<file path="config.mk">
export PLATFORM = sky130hd
export DESIGN_NAME = instr_fetch_unit_flat
export DESIGN_NICKNAME = d
export VERILOG_FILES = /design/src/rtl/instr_fetch_unit_if.sv /design/src/rtl/instr_fetch_unit.sv /design/src/flat_wrapper.sv
export SDC_FILE = /design/constraint.sdc
export NUM_CORES = 1
export LEC_CHECK = 0
export ABC_CLOCK_PERIOD_IN_PS = 6100
export BUFFER_PORTS_ARGS = -buffer_cell sky130_fd_sc_hd__buf_2
export CAP_MARGIN = 20
export CORE_ASPECT_RATIO = 1.25
export CORE_MARGIN = 1.5
export CORE_UTILIZATION = 51
export DETAILED_ROUTE_END_ITERATION = 7
export PLACE_DENSITY = 0.82
export RECOVER_POWER = 25
export SLEW_MARGIN = 20
export SYNTH_ARGS = -nofsm -noshare
export SYNTH_HDL_FRONTEND = slang
export SYNTH_SLANG_ARGS = --single-unit
export TNS_END_PERCENT = 50
</file>
<file path="constraint.sdc">
create_clock -name clk -period 6.1 [get_ports clk]
set_input_delay 0.915 -clock clk [delete_from_list [all_inputs] [get_ports clk]]
set_output_delay 0.915 -clock clk [all_outputs]
set_load 0.05 [all_outputs]
</file>
<file path="src/rtl/instr_fetch_unit_if.sv">
// Bus bundle between the instruction fetch unit, instruction memory,
// the redirect source and the instruction-register/decode consumer.
interface instr_fetch_unit_if #(
  parameter int ADDR_W = 32
);
  logic              mem_req;
  logic [ADDR_W-1:0] mem_addr;
  logic              mem_ack;
  logic [31:0]       mem_rdata;
  logic              redirect;
  logic [ADDR_W-1:0] redirect_pc;
  logic              instr_valid;
  logic [31:0]       instr_out;
  logic [ADDR_W-1:0] instr_pc;
  logic              instr_ready;
  logic              busy;

  // Fetch unit side: masters the memory bus and feeds the consumer.
  modport master (
    output mem_req, mem_addr, instr_valid, instr_out, instr_pc, busy,
    input  mem_ack, mem_rdata, redirect, redirect_pc, instr_ready
  );

  // Environment side: memory, redirect source and consumer.
  modport slave (
    input  mem_req, mem_addr, instr_valid, instr_out, instr_pc, busy,
    output mem_ack, mem_rdata, redirect, redirect_pc, instr_ready
  );
endinterface

</file>
<file path="src/rtl/instr_fetch_unit.sv">
// Sequential instruction prefetcher: word reads into a small FIFO, PC-tagged
// output handshake, and redirects that may have to drain a pending read.
module instr_fetch_unit #(
  parameter int                ADDR_W   = 32,
  parameter logic [ADDR_W-1:0] RESET_PC = '0,
  parameter int                DEPTH    = 2
) (
  input  logic                clk,
  input  logic                reset_n,
  instr_fetch_unit_if.master  bus
);

  localparam int PTR_W = $clog2(DEPTH);
  localparam int CNT_W = PTR_W + 1;

  typedef enum logic {
    FETCH = 1'b0,
    KILL  = 1'b1
  } state_t;

  state_t            state_q, state_d;
  logic              run_q;
  logic [ADDR_W-1:0] fetch_pc;
  logic [ADDR_W-1:0] tgt_pc;
  logic [ADDR_W-1:0] redir_al;

  logic [PTR_W-1:0]  wr_ptr, rd_ptr;
  logic [CNT_W-1:0]  count;
  logic [31:0]       buf_instr [DEPTH];
  logic [ADDR_W-1:0] buf_pc    [DEPTH];
  logic [31:0]       hold_instr;
  logic [ADDR_W-1:0] hold_pc;

  logic              req;
  logic              busy_int;
  logic              xfer;
  logic              push;
  logic              pop;
  logic              not_full;
  logic              has_data;

  assign redir_al = bus.redirect_pc & ~ADDR_W'(3);
  assign not_full = (count < CNT_W'(DEPTH));
  assign has_data = (count != '0);
  assign xfer     = req && bus.mem_ack;

  // A redirect flushes the buffer, so it suppresses both push and pop that cycle.
  assign push = (state_q == FETCH) && xfer && !bus.redirect;
  assign pop  = has_data && bus.instr_ready && !bus.redirect;

  // ---------------------------------------------------------------------------
  // FSM: state register
  // ---------------------------------------------------------------------------
  always_ff @(posedge clk or negedge reset_n) begin
    if (!reset_n) begin
      state_q <= FETCH;
      run_q   <= 1'b0;
    end else begin
      state_q <= state_d;
      run_q   <= 1'b1;
    end
  end

  // FSM: next state
  always_comb begin
    state_d = state_q;
    unique case (state_q)
      FETCH: if (bus.redirect && req && !bus.mem_ack) state_d = KILL;
      KILL:  if (bus.mem_ack)                         state_d = FETCH;
      default: state_d = FETCH;
    endcase
  end

  // FSM: outputs. In KILL the abandoned request stays raised until acked.
  always_comb begin
    req      = 1'b0;
    busy_int = 1'b0;
    unique case (state_q)
      FETCH: req = run_q && not_full;
      KILL: begin
        req      = 1'b1;
        busy_int = 1'b1;
      end
      default: req = 1'b0;
    endcase
  end

  // ---------------------------------------------------------------------------
  // Fetch address: fetch_pc is only moved by an ack or a redirect, which keeps
  // a raised request stable; in KILL it still names the killed address.
  // ---------------------------------------------------------------------------
  always_ff @(posedge clk or negedge reset_n) begin
    if (!reset_n) begin
      fetch_pc <= RESET_PC;
      tgt_pc   <= '0;
    end else if (state_q == KILL) begin
      if (bus.redirect) tgt_pc <= redir_al;
      if (bus.mem_ack)  fetch_pc <= bus.redirect ? redir_al : tgt_pc;
    end else if (bus.redirect) begin
      if (req && !bus.mem_ack) tgt_pc   <= redir_al;
      else                     fetch_pc <= redir_al;
    end else if (xfer) begin
      fetch_pc <= fetch_pc + ADDR_W'(4);
    end
  end

  // ---------------------------------------------------------------------------
  // Prefetch buffer control
  // ---------------------------------------------------------------------------
  always_ff @(posedge clk or negedge reset_n) begin
    if (!reset_n) begin
      wr_ptr <= '0;
      rd_ptr <= '0;
      count  <= '0;
    end else if (bus.redirect) begin
      wr_ptr <= '0;
      rd_ptr <= '0;
      count  <= '0;
    end else begin
      if (push) wr_ptr <= wr_ptr + PTR_W'(1);
      if (pop)  rd_ptr <= rd_ptr + PTR_W'(1);
      unique case ({push, pop})
        2'b10:   count <= count + CNT_W'(1);
        2'b01:   count <= count - CNT_W'(1);
        default: count <= count;
      endcase
    end
  end

  // Buffer storage carries no reset; entries are only visible while counted.
  always_ff @(posedge clk) begin
    if (push) begin
      buf_instr[wr_ptr] <= bus.mem_rdata;
      buf_pc[wr_ptr]    <= fetch_pc;
    end
  end

  // Shadow of the displayed head so the outputs hold once the buffer empties.
  always_ff @(posedge clk or negedge reset_n) begin
    if (!reset_n) begin
      hold_instr <= '0;
      hold_pc    <= '0;
    end else if (has_data) begin
      hold_instr <= buf_instr[rd_ptr];
      hold_pc    <= buf_pc[rd_ptr];
    end
  end

  // ---------------------------------------------------------------------------
  // Port drive
  // ---------------------------------------------------------------------------
  assign bus.mem_req     = req;
  assign bus.mem_addr    = fetch_pc;
  assign bus.busy        = busy_int;
  assign bus.instr_valid = has_data;
  assign bus.instr_out   = has_data ? buf_instr[rd_ptr] : hold_instr;
  assign bus.instr_pc    = has_data ? buf_pc[rd_ptr]    : hold_pc;

endmodule

</file>
<file path="src/flat_wrapper.sv">
// flat-port wrapper written by rule: the top's interface ports become plain ports
module instr_fetch_unit_flat 
#(
  parameter int                ADDR_W   = 32,
  parameter logic [ADDR_W-1:0] RESET_PC = '0,
  parameter int                DEPTH    = 2
)
  (clk, reset_n, bus_mem_req, bus_mem_addr, bus_instr_valid, bus_instr_out, bus_instr_pc, bus_busy, bus_mem_ack, bus_mem_rdata, bus_redirect, bus_redirect_pc, bus_instr_ready);
  instr_fetch_unit_if #(.ADDR_W(ADDR_W)) bus_i ();
  input  logic clk;
  input  logic reset_n;
  output wire logic [$bits(bus_i.mem_req)-1:0] bus_mem_req;
  output wire logic [$bits(bus_i.mem_addr)-1:0] bus_mem_addr;
  output wire logic [$bits(bus_i.instr_valid)-1:0] bus_instr_valid;
  output wire logic [$bits(bus_i.instr_out)-1:0] bus_instr_out;
  output wire logic [$bits(bus_i.instr_pc)-1:0] bus_instr_pc;
  output wire logic [$bits(bus_i.busy)-1:0] bus_busy;
  input wire logic [$bits(bus_i.mem_ack)-1:0] bus_mem_ack;
  input wire logic [$bits(bus_i.mem_rdata)-1:0] bus_mem_rdata;
  input wire logic [$bits(bus_i.redirect)-1:0] bus_redirect;
  input wire logic [$bits(bus_i.redirect_pc)-1:0] bus_redirect_pc;
  input wire logic [$bits(bus_i.instr_ready)-1:0] bus_instr_ready;
  assign bus_mem_req = bus_i.mem_req;
  assign bus_mem_addr = bus_i.mem_addr;
  assign bus_instr_valid = bus_i.instr_valid;
  assign bus_instr_out = bus_i.instr_out;
  assign bus_instr_pc = bus_i.instr_pc;
  assign bus_busy = bus_i.busy;
  assign bus_i.mem_ack = bus_mem_ack;
  assign bus_i.mem_rdata = bus_mem_rdata;
  assign bus_i.redirect = bus_redirect;
  assign bus_i.redirect_pc = bus_redirect_pc;
  assign bus_i.instr_ready = bus_instr_ready;
  instr_fetch_unit #(.ADDR_W(ADDR_W), .RESET_PC(RESET_PC), .DEPTH(DEPTH)) u_core (.clk(clk), .reset_n(reset_n), .bus(bus_i));
endmodule
</file>
# == Yosys cells after proc, flatten, opt, wreduce, memory -nomap -nowiden ==
# Memories as Yosys holds them, arrays and structs flattened.
# Cells that the tools add are included.
# op_classes
eq_ne,4
n_reduce_logical,20
addsub,5
bitwise_logic,1
order_cmp,1
mux,24
# ops
cell,count
$mux W32,11
$add A32 B3 Y32 const B,1
$reduce_bool A2 Y1,5
$logic_and A1 B1 Y1,9
$mux W1,9
$reduce_bool A3 Y1,2
$pmux W1 S2,2
$pmux W2 S2,1
$ne A3 B2 Y1 const B,1
$reduce_and A3 Y1,1
$add A1 B1 Y1 const B,2
$add A2 B1 Y2 const B,1
$eq A2 B1 Y1 const B,1
$eq A2 B2 Y1 const B,1
$logic_not A1 Y1,2
$lt A2 B2 Y1 const B,1
$mux W2,1
$ne A2 B2 Y1 const B,1
$reduce_and A2 Y1,1
$sub A2 B1 Y2 const B,1
$not A1 Y1,1
# word_totals
output_inout_bits,99
mem_count,2
input_bits,69
register_bits,134
mem_bits_rw,128
# memory_table
name,depth,width,read_ports,rd_ports_with_merged_regs,wr,line,rtl
u_core.buf_instr,2,32,1,0,1,instr_fetch_unit.sv:29,logic [31:0] buf_instr [DEPTH];
u_core.buf_pc,2,32,1,0,1,instr_fetch_unit.sv:30,logic [ADDR_W-1:0] buf_pc [DEPTH];

# == Longest topological paths before layout ==
# depth
ltp_word,9
depth_mapped,7
depth_no_buf,6

# == Least setup slack after synthesis ==
# No wires, ideal clock.
# synth_timing
path_type,input to register
startpoint,input port bus_redirect
endpoint,memory u_core.buf_instr[1][0] (enable)
path_stages,4
arrival_time_ps,6230
required_ps,5522
path_slack_ps,-708
path_buffers,3
setup_ps,578
cell_sequence,clkbuf_1 -> clkbuf_1 -> clkbuf_1 -> nor3b_1
# synth_via
elab_chain_len,4
# synth_lines
element,line,rtl
"start, declared",flat_wrapper.sv:20,input wire logic [$bits(bus_i.redirect)-1:0] bus_redirect;
$logic_not A1 Y1,instr_fetch_unit.sv:48,assign push = (state_q == FETCH) && xfer && !bus.redirect;
$logic_and A1 B1 Y1,instr_fetch_unit.sv:48,
$mux W1,instr_fetch_unit.sv:132,if (push) begin
$mux W1 (implied by the code),instr_fetch_unit.sv:133,buf_instr[wr_ptr] <= bus.mem_rdata;
"end, declared",instr_fetch_unit.sv:29,
# No other way between the ends.

==> metrics.cfg <==
[detailed_routing]
drt_iter0_drc = 459
num_vias = 6982
wirelength_mm = 22.8
viasPerCell = 5.68
drc = 0
dr.pass1.iters = 4
routedWlPerCell_um = 18.5
ant_nets = 0

[worst_setup_path]
cp_slowest_cell = clkbuf_1
crit_buf_inv = 1
critical_path.max_fanout = 61
r2r-start = u_core.state_q$_DFF_PN0_
path_cells = clkbuf_1
cp.required_ns = 5.40
slowest_delay_ns = 2.47
arrival_ns = 3.40
start_kind = input port
worstSetupPathType = in -> async
crit_start = reset_n
path_delay_family = buffers and inverters
cp-end-kind = asynchronous set/reset pin

[die]
die_height_um = 163
die_x_um = 131
start_util_pct = 51.9
coreArea_sq_mm = 0.0201
die-area_sq_mm = 0.0213
io_pins = 168
rows = 58

[clocking]
cts-root-buf = clkbuf_16
cts_sinks = 262
cts_hold_buf = 0
cts-resized-gates = 0
clkLatencyLatePin_ns = 0.53
cts_max_level = 1
cts_tree = done
clockBufferDepth = 3
clk_pin_slew_ns = 0.06
cts_buffers = 26
post_cts_buffers = 0

[yosys]
syn-num-nets = 857
syn_area_per_cell_sq_um = 13.3
synth_ff_type = dfrtp_1
synth_warnings = 0
synthesis.area_sq_mm = 0.0104
synthCells = 787
postSynth.asyncResetShare_pct = 51.1
synth_edf_count = 128
ys_ff_latch = 262
synth_cell_types = 51
ys_seq_area_share_pct = 68.9

[job]
timing.max_cap.violations = 1

[timing]
period_minus_slack_ns = 4.11
skew_ns = 0.0255
fmax_ghz = 0.244
drv_slew = 62
setup_viol = 0
relSlewSlack_pct = -138
finalCritPeriodShare_pct = 67.3
tightest_slew_ns = 3.57
final_hold_viol_count = 0
fin_hold_ws_ns = 0.500
setup_tns_ns = 0
rsz0062_at_grt = no

[place]
dpl_cell_area_sq_mm = 0.0115
placedCellCount = 1182
port_buffers = 165
routabilityCongestion = 0.899
dp_hpwl_mm = 14.6

[final_layout]
drive_gt1_share_pct = 25.3
finalNonFillerCells = 1230
nets = 1010
diodes = 0
syn2layout_area_growth_pct = 18.7
num-fill-cells = 1570
fin_area_sq_mm = 0.0124

[power_and_ir_drop]
power_density_mw_per_mm2 = 410
p_leak_nw = 4.75
ir_drop_mv = 0.215

[global_routing]
grt_pass1_vias = 6892
grt_pass1_wl_mm = 35.1
grt_max_degree = 90
globalRouteOverflowTotal = 0
antenna_found_initial = 0
track_usage_pct = 21.1

[status]
status = finished with violations
violations = capacitance limit, slew limit

[hold_path]
hp-class = reg -> reg
min_from = u_core.tgt_pc[1]$_DFFE_PN0P_

## power breakdown
part	switching [mW]	internal [mW]	total, mW
sequential	0.160	2.09	2.25
combinational	0.902	0.283	1.19
clock	0.644	0.993	1.64
total	1.71	3.37	5.08
## sequential cells by signal, indices dropped and copies added (netlist names)
signal,flops
u_core.count,2
u_core.buf_pc,64
u_core.state_q,1
u_core.hold_pc,32
u_core.rd_ptr,1
u_core.wr_ptr,1
u_core.run_q,1
u_core.buf_instr,64
u_core.bus.mem_addr,32
u_core.hold_instr,32
u_core.tgt_pc,32
## cells in the final DEF, fill, tap and decap left out, drive strengths merged, types with 2 or more instances in the layout
| master | n |
|---|---|
| a211oi | 3 |
| a21oi | 86 |
| a221oi | 3 |
| a22o | 9 |
| a22oi | 16 |
| a31oi | 9 |
| and2 | 2 |
| and3 | 6 |
| buf | 160 |
| bufinv | 4 |
| clkbuf | 51 |
| clkinv | 6 |
| clkinvlp | 2 |
| dfrtp | 134 |
| edfxtp | 128 |
| inv | 13 |
| mux2 | 31 |
| mux2i | 68 |
| nand2 | 17 |
| nand3 | 6 |
| nand4 | 12 |
| nor2 | 90 |
| nor2b | 5 |
| nor3 | 5 |
| nor4 | 9 |
| o21ai | 43 |
| o22ai | 7 |
| o31a | 8 |
| o41ai | 2 |
| or2 | 2 |
| or3 | 7 |
| xor2 | 3 |
## synth_stat cells (6+ instances only)
master	number	area, sq um
nor4_1	9	56.3
o31a_1	8	70.1
a22o_1	8	70.1
a21oi_1	86	430
buf_1	6	22.5
a22oi_1	16	120
nand2_1	17	63.8
dfrtp_1	134	3350
edfxtp_1	128	3840
o22ai_1	7	43.8
a31oi_1	9	56.3
nor2_1	90	338
nand3_1	6	30.0
nand4_1	11	68.8
and3_1	6	37.5
mux2_2	31	349
o21ai_0	42	210
clkbuf_1	42	158
mux2i_1	68	681
inv_1	13	48.8
## through the flow
step | setup slack (ns) | total power [mW] | util [%]
3_3_place_gp | 2.76 | 3.44 | 57.3
4_1_cts | 2.32 | 5.12 | 61.8
3_5_place_dp | 2.76 | 3.48 | 57.3
2_1_floorplan | -0.398 | 3.14 | -
5_1_grt | 1.14 | 5.28 | 61.7
6_report | 1.99 | 5.08 | 61.7
## layer usage
| metal | vias up | share of wire, % | GRT usage [%] |
|---|---|---|---|
| li1 | 3233 | - | - |
| met1 | 3439 | 40 | 26.4 |
| met2 | 253 | 51 | 36.8 |
| met3 | 57 | 5.6 | 3.35 |
| met4 | 0 | 2.9 | 7.84 |
| met5 | - | 0 | 0 |
## path summary, 6_finish.rpt
kind / slack [ns] / cells past startpoint / to
setup / recovery: 1.99 / 1 / u_core.rd_ptr$_DFFE_PN0P_
hold / removal: 0.50 / 1 / u_core.tgt_pc[1]$_DFFE_PN0P_
setup reg to reg: 2.96 / 3 / u_core.buf_pc[1][10]$_DFFE_PP_
hold reg to reg: 0.50 / 1 / u_core.tgt_pc[1]$_DFFE_PN0P_
max in group clk: 2.36 / 5 / bus_instr_out[26]
min in group asynchronous: 1.61 / 1 / u_core.hold_pc[12]$_DFF_PN0_
## area by class of cell
type,instances,area [sq um],area share (%)
clock buffers,36,718,5.80
clock inverters,12,173,1.39
inverters,13,48.8,0.394
multi-input cells,462,3030,24.5
flip-flops and latches,262,7200,58.1
well taps,270,338,2.73
repair buffers,175,882,7.12
## kinds of logic after synthesis
logic type	after synthesis	share of synthesized area, %
other	1	0.0359
adders and majority gates	1	0.120
DFF	262	68.9
AOI/OAI and AO/OA	193	11.0
buffers and inverters	63	2.29
muxes	99	9.86
and+or+nand+nor	165	7.50
xor gates and xnor gates	3	0.252
Power figures use the tool's default switching activity.
